$ cat config.mk
export PLATFORM = sky130hd
export DESIGN_NAME = pipe_hazard_ctrl
export DESIGN_NICKNAME = d
export VERILOG_FILES = /design/src/rtl/pipe_hazard_ctrl.sv
export SDC_FILE = /design/constraint.sdc
export NUM_CORES = 1
export LEC_CHECK = 0
export ABC_AREA = 1
export CORE_MARGIN = 1
export CORE_UTILIZATION = 57
export CTS_BUF_LIST = sky130_fd_sc_hd__clkbuf_4 sky130_fd_sc_hd__clkbuf_8
export CTS_CLUSTER_DIAMETER = 200
export DETAILED_ROUTE_END_ITERATION = 12
export GPL_ROUTABILITY_DRIVEN = 1
export PLACE_DENSITY = 0.93
export SYNTH_ARGS = -nofsm -noshare
export SYNTH_HDL_FRONTEND = slang
export SYNTH_SLANG_ARGS = --single-unit
$ cat constraint.sdc
create_clock -name clk -period 2.6 [get_ports clk]
set_input_delay 0.26 -clock clk [delete_from_list [all_inputs] [get_ports clk]]
set_output_delay 0.26 -clock clk [all_outputs]
set_load 0.005 [all_outputs]
$ cat src/rtl/pipe_hazard_ctrl.sv
// rtl/pipe_hazard_ctrl.sv - pipeline stall/flush sequencer with data-memory handshake
module pipe_hazard_ctrl #(
    parameter int TIMEOUT_CYCLES = 255,
    parameter int CNT_W          = 8,
    parameter int PERF_W         = 32
) (
    input  logic              clk,
    input  logic              rst,
    input  logic              idex_mem_read,
    input  logic [4:0]        idex_rd,
    input  logic [4:0]        ifid_rs1,
    input  logic [4:0]        ifid_rs2,
    input  logic              branch_taken,
    input  logic              exmem_mem_read,
    input  logic              exmem_mem_write,
    input  logic              dmem_ready,
    output logic              dmem_req,
    output logic              pc_en,
    output logic              ifid_en,
    output logic              idex_en,
    output logic              exmem_en,
    output logic              memwb_en,
    output logic              ifid_flush,
    output logic              idex_flush,
    output logic              exmem_flush,
    output logic              memwb_flush,
    output logic              mem_err,
    output logic [PERF_W-1:0] stall_cycles
);

    typedef enum logic {ST_IDLE, ST_WAIT} state_t;

    state_t             r_state;
    logic [CNT_W-1:0]   r_wait_cnt;
    logic               r_mem_err;
    logic [PERF_W-1:0]  r_stall_cycles;

    logic w_mem_op;
    logic w_lu_hazard;
    logic w_timeout;
    logic w_mem_stall;

    assign w_mem_op    = exmem_mem_read | exmem_mem_write;
    assign w_lu_hazard = idex_mem_read && (idex_rd != 5'd0) &&
                         ((idex_rd == ifid_rs1) || (idex_rd == ifid_rs2));
    assign w_timeout   = (r_state == ST_WAIT) && !dmem_ready &&
                         (r_wait_cnt == CNT_W'(TIMEOUT_CYCLES));
    // A timeout releases the pipeline exactly as a ready would.
    assign w_mem_stall = (r_state == ST_IDLE) ? (w_mem_op && !dmem_ready)
                                              : (!dmem_ready && !w_timeout);

    always_comb begin
        dmem_req    = 1'b0;
        pc_en       = 1'b1;
        ifid_en     = 1'b1;
        idex_en     = 1'b1;
        exmem_en    = 1'b1;
        memwb_en    = 1'b1;
        ifid_flush  = 1'b0;
        idex_flush  = 1'b0;
        exmem_flush = 1'b0;
        memwb_flush = 1'b0;
        if (rst) begin
            pc_en       = 1'b0;
            ifid_en     = 1'b0;
            idex_en     = 1'b0;
            exmem_en    = 1'b0;
            memwb_en    = 1'b0;
            ifid_flush  = 1'b1;
            idex_flush  = 1'b1;
            exmem_flush = 1'b1;
            memwb_flush = 1'b1;
        end else begin
            dmem_req = (r_state == ST_WAIT) ? 1'b1 : w_mem_op;
            if (w_mem_stall) begin
                pc_en       = 1'b0;
                ifid_en     = 1'b0;
                idex_en     = 1'b0;
                exmem_en    = 1'b0;
                memwb_flush = 1'b1;
            end else if (branch_taken) begin
                ifid_flush = 1'b1;
                idex_flush = 1'b1;
            end else if (w_lu_hazard) begin
                pc_en      = 1'b0;
                ifid_en    = 1'b0;
                idex_flush = 1'b1;
            end
        end
    end

    always_ff @(posedge clk) begin
        if (rst) begin
            r_state        <= ST_IDLE;
            r_wait_cnt     <= '0;
            r_mem_err      <= 1'b0;
            r_stall_cycles <= '0;
        end else begin
            case (r_state)
                ST_IDLE: begin
                    if (w_mem_op && !dmem_ready) begin
                        r_state    <= ST_WAIT;
                        r_wait_cnt <= CNT_W'(1);
                    end
                end
                ST_WAIT: begin
                    if (dmem_ready) begin
                        r_state    <= ST_IDLE;
                        r_wait_cnt <= '0;
                    end else if (w_timeout) begin
                        r_state    <= ST_IDLE;
                        r_wait_cnt <= '0;
                        r_mem_err  <= 1'b1;
                    end else begin
                        r_wait_cnt <= r_wait_cnt + CNT_W'(1);
                    end
                end
                default: begin
                    r_state    <= ST_IDLE;
                    r_wait_cnt <= '0;
                end
            endcase
            if (!pc_en && (r_stall_cycles != {PERF_W{1'b1}}))
                r_stall_cycles <= r_stall_cycles + PERF_W'(1);
        end
    end

    assign mem_err      = r_mem_err;
    assign stall_cycles = r_stall_cycles;

endmodule

==> metrics.md, run 1 <==
| Metric | Value |
|---|---|
| Antenna violations before repair | `0` |
| Vertical extent of the die | `73.5 um` |
| Multi-input logic area | `1810 um^2` |
| Total count of hold-check failures in the final report | `0` |
| Most common cell type on the critical path | `nand2_2` |
| Longest individual stage delay on the worst path | `0.49 ns` |
| Number of port buffers | `64` |
| Maximum level of the CTS H-tree | `2` |
| Delay-heaviest family, CP | `simple AND/OR/NAND/NOR gates` |
| Synthesized flop and latch total | `42` |
| Leading cell types in the layout, fill and taps excluded | `nand2_1, clkdlybuf4s50_1, nor2_1, nand3_1, inv_1` |
| Area of the placeable core | `4820 um^2` |
| Initial cell density of the core | `60.6%` |
| Latest clock arrival within the worst-skew pair | `0.29 ns` |
| Footprint of the flip-flops and latches | `843 um^2` |
| Result of the run | `completed` |
| Aggregate global routing overflow | `0` |
| Busiest grt layer | `met2` |
| Width of the die | `73.5 um` |
| Vias per std cell | `5.39` |
| Die area | `5410 um^2` |
| Layout Cell Area excl Fill | `3730 um^2` |
| Vias in the first global route | `2833` |
| Share of the yosys chip area belonging to registers | `28.8%` |
| Pwr dens | `371 nW/um^2` |
| Wire per inst | `13.4 um` |
| Number of nets produced by synthesis | `492` |
| Number of maximum-capacitance constraint violations | `0` |
| Clock-pin slew on the worst setup and hold paths | `0.08 ns` |
| Crit path cell chain | `ha_2, nand3_1, clkinv_1, nand4_1, nand2_2, nand2_2, nor2_4, nand2_8, inv_1, clkdlybuf4s50_1` |
| Crit path max fanout | `5` |
| TritonCTS buffer count | `5` |
| Number of design-rule violations left by the first detailed-router iteration | `248` |
| Synthesis-to-layout area growth | `28.0%` |
| Min cycle time layout | `2.45 ns` |
| Post-Place Setup Slack | `0.242 ns` |
| Relative slew margins | `71.3%` |
| Slowest stage cell on the critical path | `clkdlybuf4s50_1` |
| Buffer type at the clock tree root | `clkbuf_8` |
| Utilization of the core after routing | `77.5%` |
| Critical Path Sink Type | `primary output` |
| Mapped cell area | `2920 um^2` |
| Overall routed net length | `8090 um` |
| Static leakage power | `1.45 nW` |
| Worst clock skew | `0.00457 ns` |
| Global Route met3 Usage | `5.35%` |
| Share of layout cells above drive strength 1 | `8.22%` |
| Remaining antenna violation count after routing | `0` |
| Largest buffer count on any clock path | `2` |
| Crit Path Class | `flip-flop to primary output` |
| Yosys Warn Count | `0` |
| FMAX | `0.408 GHz` |
| Total negative setup slack | `0 ns` |
| HPWL Detailed | `6290 um` |
| Number of unique standard cell types used by synthesis | `34` |
| Number of buffer and inverter instances along the worst setup path | `3` |
| Peak ir drop on the vdd network | `0.000312 V` |
| Number of pins exceeding their max-slew limit in the final report | `0` |
| Total cell area at the placement stage | `3570 um^2` |
| Worst EP required | `2.34 ns` |
| Grt met1 use | `42.9%` |
| Mean post-synth cell area | `6.23 um^2` |
| Pin count of the biggest net entering global routing | `31` |
| Most common cell after layout, fill and taps aside | `nand2_1` |
| Classification of the worst-slack hold path | `flip-flop to flip-flop` |
| First-pass iteration count of the detailed router | `5` |
| Final number of setup-violating endpoints | `0` |
| Last weighted congestion value of the routability-driven placer | `1.03` |
| Count of hold-fix buffers inserted at cts | `0` |
| Gate Count Post-Synth | `468` |
| Transition time at the pin with the least slew margin | `0.425 ns` |
| First-pass GRT wire length | `13100 um` |
| Final nets | `558` |
| TritonCTS clock tree | `built` |
| Setup repair after global routing missed its margin | `no` |
| Final period utilization | `94.3%` |
| Gr usage total | `31.0%` |
| Number of design rule violations left after detail routing | `0` |
| Arrival time of the worst setup path | `2.19 ns` |
| Number of antenna cells inserted | `0` |
| Critical path startpoint category | `flip-flop` |
| Total number of placement rows | `25` |
| Routing usage on met2 | `49.5%` |
| Via count of the routed design | `3242` |
| Fill cell instance count of the final layout | `409` |
| Top-level I/O count | `65` |
| Final worst slack | `0.148 ns` |
| TritonCTS Sinks | `42` |
## power breakdown
group / leakage, nW / internal, mW / switching (mW) / total (mW)
combinational: 1.06 / 0.0976 / 0.105 / 0.202
clock: 0.0548 / 0.297 / 0.227 / 0.524
sequential: 0.340 / 0.651 / 0.00872 / 0.659
total: 1.45 / 1.05 / 0.341 / 1.39
## layer usage
layer	vias to the layer above	wire [um]	part of all wire (%)
met3	12	612	7.6
met4	0	97	1.2
met5	-	0	0
li1	1628	-	-
met1	1441	3590	44
met2	161	3790	47
## flip-flops by register name (all words and copies together) (netlist names)
signal,cells
stall_cycles,32
r_wait_cnt,8
r_state,1
mem_err,1
## through the flow
stage	total power, mW	hold slack [ns]	instances
4_1_cts	1.38	0.501	597
6_report	1.39	0.487	602
2_1_floorplan	0.780	0.447	468
5_1_grt	1.44	0.519	602
3_5_place_dp	0.862	0.482	589
3_3_place_gp	0.859	0.459	589
## worst reg2reg max path, stage by stage, from the launching register on
cell and delay, ns:
dfxtp_2 0.35, ha_2 0.20, nand3_1 0.12, clkinv_1 0.07, nand4_1 0.11, nand2_2 0.13, nand2_2 0.08, nor2_4 0.19
nand2_8 0.08, buf_4 0.16, nand2_4 0.26, nand2_1 0.11, a21oi_1 0.15
## cells in the mapped netlist
cell | count | area, um^2
xnor2_1 | 7 | 61.3
buf_6 | 6 | 67.6
nor2_2 | 4 | 25.0
a31oi_1 | 1 | 6.26
and3_1 | 1 | 6.26
nand2_2 | 2 | 12.5
xor2_1 | 12 | 105
nor3_4 | 1 | 16.3
buf_2 | 3 | 15.0
nor2_4 | 1 | 11.3
o21a_1 | 1 | 7.51
inv_2 | 1 | 3.75
ha_1 | 2 | 25.0
or2_2 | 1 | 6.26
nand2_1 | 153 | 574
o21ai_0 | 5 | 25.0
nand3_4 | 1 | 17.5
nand3b_1 | 6 | 45.0
nor2_8 | 1 | 20.0
clkbuf_1 | 1 | 3.75
nor2_1 | 52 | 195
clkinv_1 | 1 | 3.75
a21oi_2 | 1 | 8.76
nor3_2 | 4 | 40.0
nand4_1 | 7 | 43.8
nand3_2 | 1 | 10.0
buf_1 | 3 | 11.3
nand2_4 | 3 | 33.8
nand3_1 | 48 | 240
inv_1 | 42 | 158
dfxtp_1 | 42 | 841
a21oi_1 | 41 | 205
nor3_1 | 10 | 50.1
buf_4 | 3 | 22.5
## area by class of cell
| class | instances | area share [%] |
|---|---|---|
| sequential | 42 | 22.6 |
| multi-input combinational | 366 | 48.3 |
| inverter | 44 | 4.42 |
| tap | 67 | 2.24 |
| clock inverter | 2 | 1.01 |
| clock buffer | 6 | 2.04 |
| timing repair buffer | 75 | 19.4 |
## path summary, 6_finish.rpt
kind	start	endpoint	slack, ns	depth (start not counted)
hold / removal	r_wait_cnt[1]	r_wait_cnt[1]	0.49	2
setup / recovery	r_wait_cnt[0]	ifid_en	0.15	10
hold reg to reg	r_wait_cnt[1]	r_wait_cnt[1]	0.49	2
setup reg to reg	r_wait_cnt[0]	stall_cycles[25]	0.52	12
## repair_timing
action | in CTS | in global routing
setup endpoints to repair | 0 | 2
resized for setup | 0 | 5
buffers inserted | 0 | 5
## cells by family after synthesis
kind of cell,count (synthesis),share of synthesized area [%]
adder cells (fa/ha/maj),2,0.857
AND/OR/NAND/NOR,296,46.2
buffers and inverters,60,9.78
XOR/XNOR,19,5.70
AO/OA/AOI/OAI,49,8.66
flip-flops,42,28.8
Power figures use the tool's default switching activity.
==> run 2, diff against run 1 <==
CORE_UTILIZATION = 47   (was 57)
PLACE_DENSITY = 0.82   (was 0.93)
clock period = 2.05 ns   (was 2.6 ns; I/O delays follow)
==> run 2 against run 1 <==
Worst hold slack better by 0.0038 ns. Sequential share of layout area down 0.79 points. Clock skew up 0.0065 ns. Clock-buffer cell count unchanged. Sequential power up 27%. Flip-flop and latch count unchanged. Critical path depth down 1. Utilization down 12 points. Final cell count up 2.8%. Combinational power up 39%. Setup slack better by 0.022 ns. Clock power up 29%. Highest routed layer unchanged.
==> metrics.md, run 2 (synthesis gave the netlist of run 1 again) <==
| Metric | Value |
|---|---|
| Synthesis-to-layout area growth | `32.8%` |
| Latest clock arrival within the worst-skew pair | `0.30 ns` |
| Last weighted congestion value of the routability-driven placer | `0.956` |
| Peak ir drop on the vdd network | `0.000307 V` |
| Result of the run | `completed` |
| Worst reg2reg setup slack | `0.17 ns` |
| First-pass iteration count of the detailed router | `4` |
| Wire per inst | `13.5 um` |
| Aggregate global routing overflow | `0` |
| Arrival time of the worst setup path | `2.07 ns` |
| Endpoint of the worst-slack reg-to-reg timing path | `stall_cycles[0]` |
| Inst Count DP | `609` |
| FMAX | `0.532 GHz` |
| Remaining antenna violation count after routing | `0` |
| Count of cells along the worst hold path | `2` |
| Share of layout cells above drive strength 1 | `10.8%` |
| Number of design-rule violations left by the first detailed-router iteration | `223` |
| HPWL Detailed | `6270 um` |
| Largest buffer count on any clock path | `2` |
| Number of port buffers | `64` |
| Vias per std cell | `5.26` |
| Total count of hold-check failures in the final report | `0` |
| Most common cell type on the critical path | `nand3_4` |
| Static leakage power | `1.53 nW` |
| Most common cell after layout, fill and taps aside | `nand2_1` |
| TritonCTS clock tree | `built` |
| Via count of the routed design | `3259` |
| Antenna violations before repair | `0` |
| Worst clock skew | `0.0111 ns` |
| Crit Path Class | `flip-flop to flip-flop` |
| Crit path max fanout | `28` |
| Critical Path Sink Type | `flip-flop` |
| Die area | `6530 um^2` |
| Area of the placeable core | `5960 um^2` |
| Buffer type at the clock tree root | `clkbuf_8` |
| Hold path startpoint | `mem_err` |
| Post-Layout Cell Count | `619` |
| Worst EP required | `2.24 ns` |
| Final period utilization | `91.7%` |
| Vias in the first global route | `2841` |
| Final number of setup-violating endpoints | `0` |
| Post-Place Setup Slack | `-0.0564 ns` |
| Overall routed net length | `8330 um` |
| Setup repair after global routing missed its margin | `no` |
| Pwr dens | `463 nW/um^2` |
| Number of antenna cells inserted | `0` |
| Total number of placement rows | `28` |
| Top-level I/O count | `65` |
| Number of buffer and inverter instances along the worst setup path | `2` |
| Final nets | `568` |
| Transition time at the pin with the least slew margin | `0.499 ns` |
| Initial cell density of the core | `49.0%` |
| First-pass GRT wire length | `13500 um` |
| Slowest stage cell on the critical path | `dfxtp_1` |
| Relative slew margins | `66.4%` |
| Maximum level of the CTS H-tree | `2` |
| Clock-pin slew on the worst setup and hold paths | `0.07 ns` |
| TritonCTS Sinks | `42` |
| Critical path startpoint category | `flip-flop` |
| Number of pins exceeding their max-slew limit in the final report | `0` |
| Register-to-Register Path Depth | `9` |
| Vertical extent of the die | `80.8 um` |
| Gr usage total | `26.7%` |
| Width of the die | `80.8 um` |
| TritonCTS buffer count | `5` |
| Worst reg2reg path startpoint | `stall_cycles[0]` |
| Classification of the worst-slack hold path | `flip-flop to flip-flop` |
| Longest individual stage delay on the worst path | `0.38 ns` |
| Terminating pin of the worst hold path | `mem_err` |
| Number of maximum-capacitance constraint violations | `0` |
| Leading cell types in the layout, fill and taps excluded | `nand2_1, clkdlybuf4s50_1, nor2_1, nand3_1` |
| Crit path cell chain | `ha_1, inv_2, nor2_8, nand3_4, nor3_4, nand3_4, buf_6, a21oi_2, nor2_1` |
| Delay-heaviest family, CP | `simple AND/OR/NAND/NOR gates` |
| Flip-flop count of the largest register, all copies and words added | `32` |
| Final worst slack | `0.170 ns` |
| Pin count of the biggest net entering global routing | `31` |
| Number of design rule violations left after detail routing | `0` |
| Min cycle time layout | `1.88 ns` |
==> run 2: cell count changes in the layout (fill, tap and decap cells not counted), sizes merged, moves of 2 or more <==
cell,change
buf,+9
clkdlybuf4s50,-7
clkbuf,+2
dlygate4sd2,+4
==> run 2: worst max path at each step <==
stage                     slack (ns)  cells after the start               to              from
final                           0.17                      9  stall_cycles[0]   stall_cycles[0]
after global routing            0.02                      8  stall_cycles[0]  stall_cycles[16]
after CTS                      0.005                     11          ifid_en     r_wait_cnt[0]
after detailed placement       -0.06                     10       idex_flush        idex_rd[2]
after global placement         -0.01                     10       idex_flush        idex_rd[0]
after floorplan                 0.21                     10  stall_cycles[0]   stall_cycles[0]
==> run 2: tightest hold or removal path, cell delays in order (launching register included) <==
cell and delay [ns]:
dfxtp_1 0.34, nor2_1 0.05, nor2_1 0.07
==> run 2: stage by stage <==
| stage | total power [mW] | utilization, % | TNS, ns | area [um^2] | hold slack [ns] |
|---|---|---|---|---|---|
| final | 1.80 | 65.1 | 0 | 3880 | 0.491 |
| after global routing | 1.87 | 65.1 | 0 | 3880 | 0.516 |
| after CTS | 1.80 | 64.3 | 0 | 3830 | 0.500 |
| after detailed placement | 1.13 | 62.0 | -0.411 | 3690 | 0.483 |
| after global placement | 1.12 | 62.0 | -0.0146 | 3690 | 0.456 |
| after floorplan | 0.989 | - | 0 | 2920 | 0.392 |
==> run 2: area by class of cell <==
class | instances | area, um^2
Tap cell | 75 | 93.8
Clock inverter | 1 | 30.0
Clock buffer | 6 | 82.6
Timing Repair Buffer | 84 | 808
Fill cell | 545 | 2080
Inverter | 44 | 165
Sequential cell | 42 | 845
Multi-Input combinational cell | 367 | 1850
==> run 2: report_power, final <==
part | total (mW) | leakage [nW] | switching (mW) | internal, mW
clock network | 0.678 | 0.0573 | 0.288 | 0.390
logic | 0.280 | 1.14 | 0.141 | 0.138
registers | 0.837 | 0.340 | 0.0116 | 0.826
total | 1.80 | 1.53 | 0.441 | 1.35
==> run 2: per-layer routing <==
layer | share of wire (%) | GRT usage (%)
met2 | 47 | 44.5
met5 | 0 | 0
met4 | 1.5 | 5.18
met3 | 6.1 | 3.93
met1 | 46 | 36.6
==> run 2: what timing repair did <==
| item | CTS | global route |
|---|---|---|
| buffers inserted | 2 | 0 |
| setup endpoints to repair | 7 | 36 |
| resized for setup | 13 | 15 |
| hold buffers | 0 | 0 |
| pin swaps | 3 | 5 |
| cloned | 0 | 1 |
==> run 3, diff against run 2 <==
CORE_MARGIN = unset   (was 1)
==> results of run 3 <==
No change in the layout: final DEF, timing and power equal those of run 2.
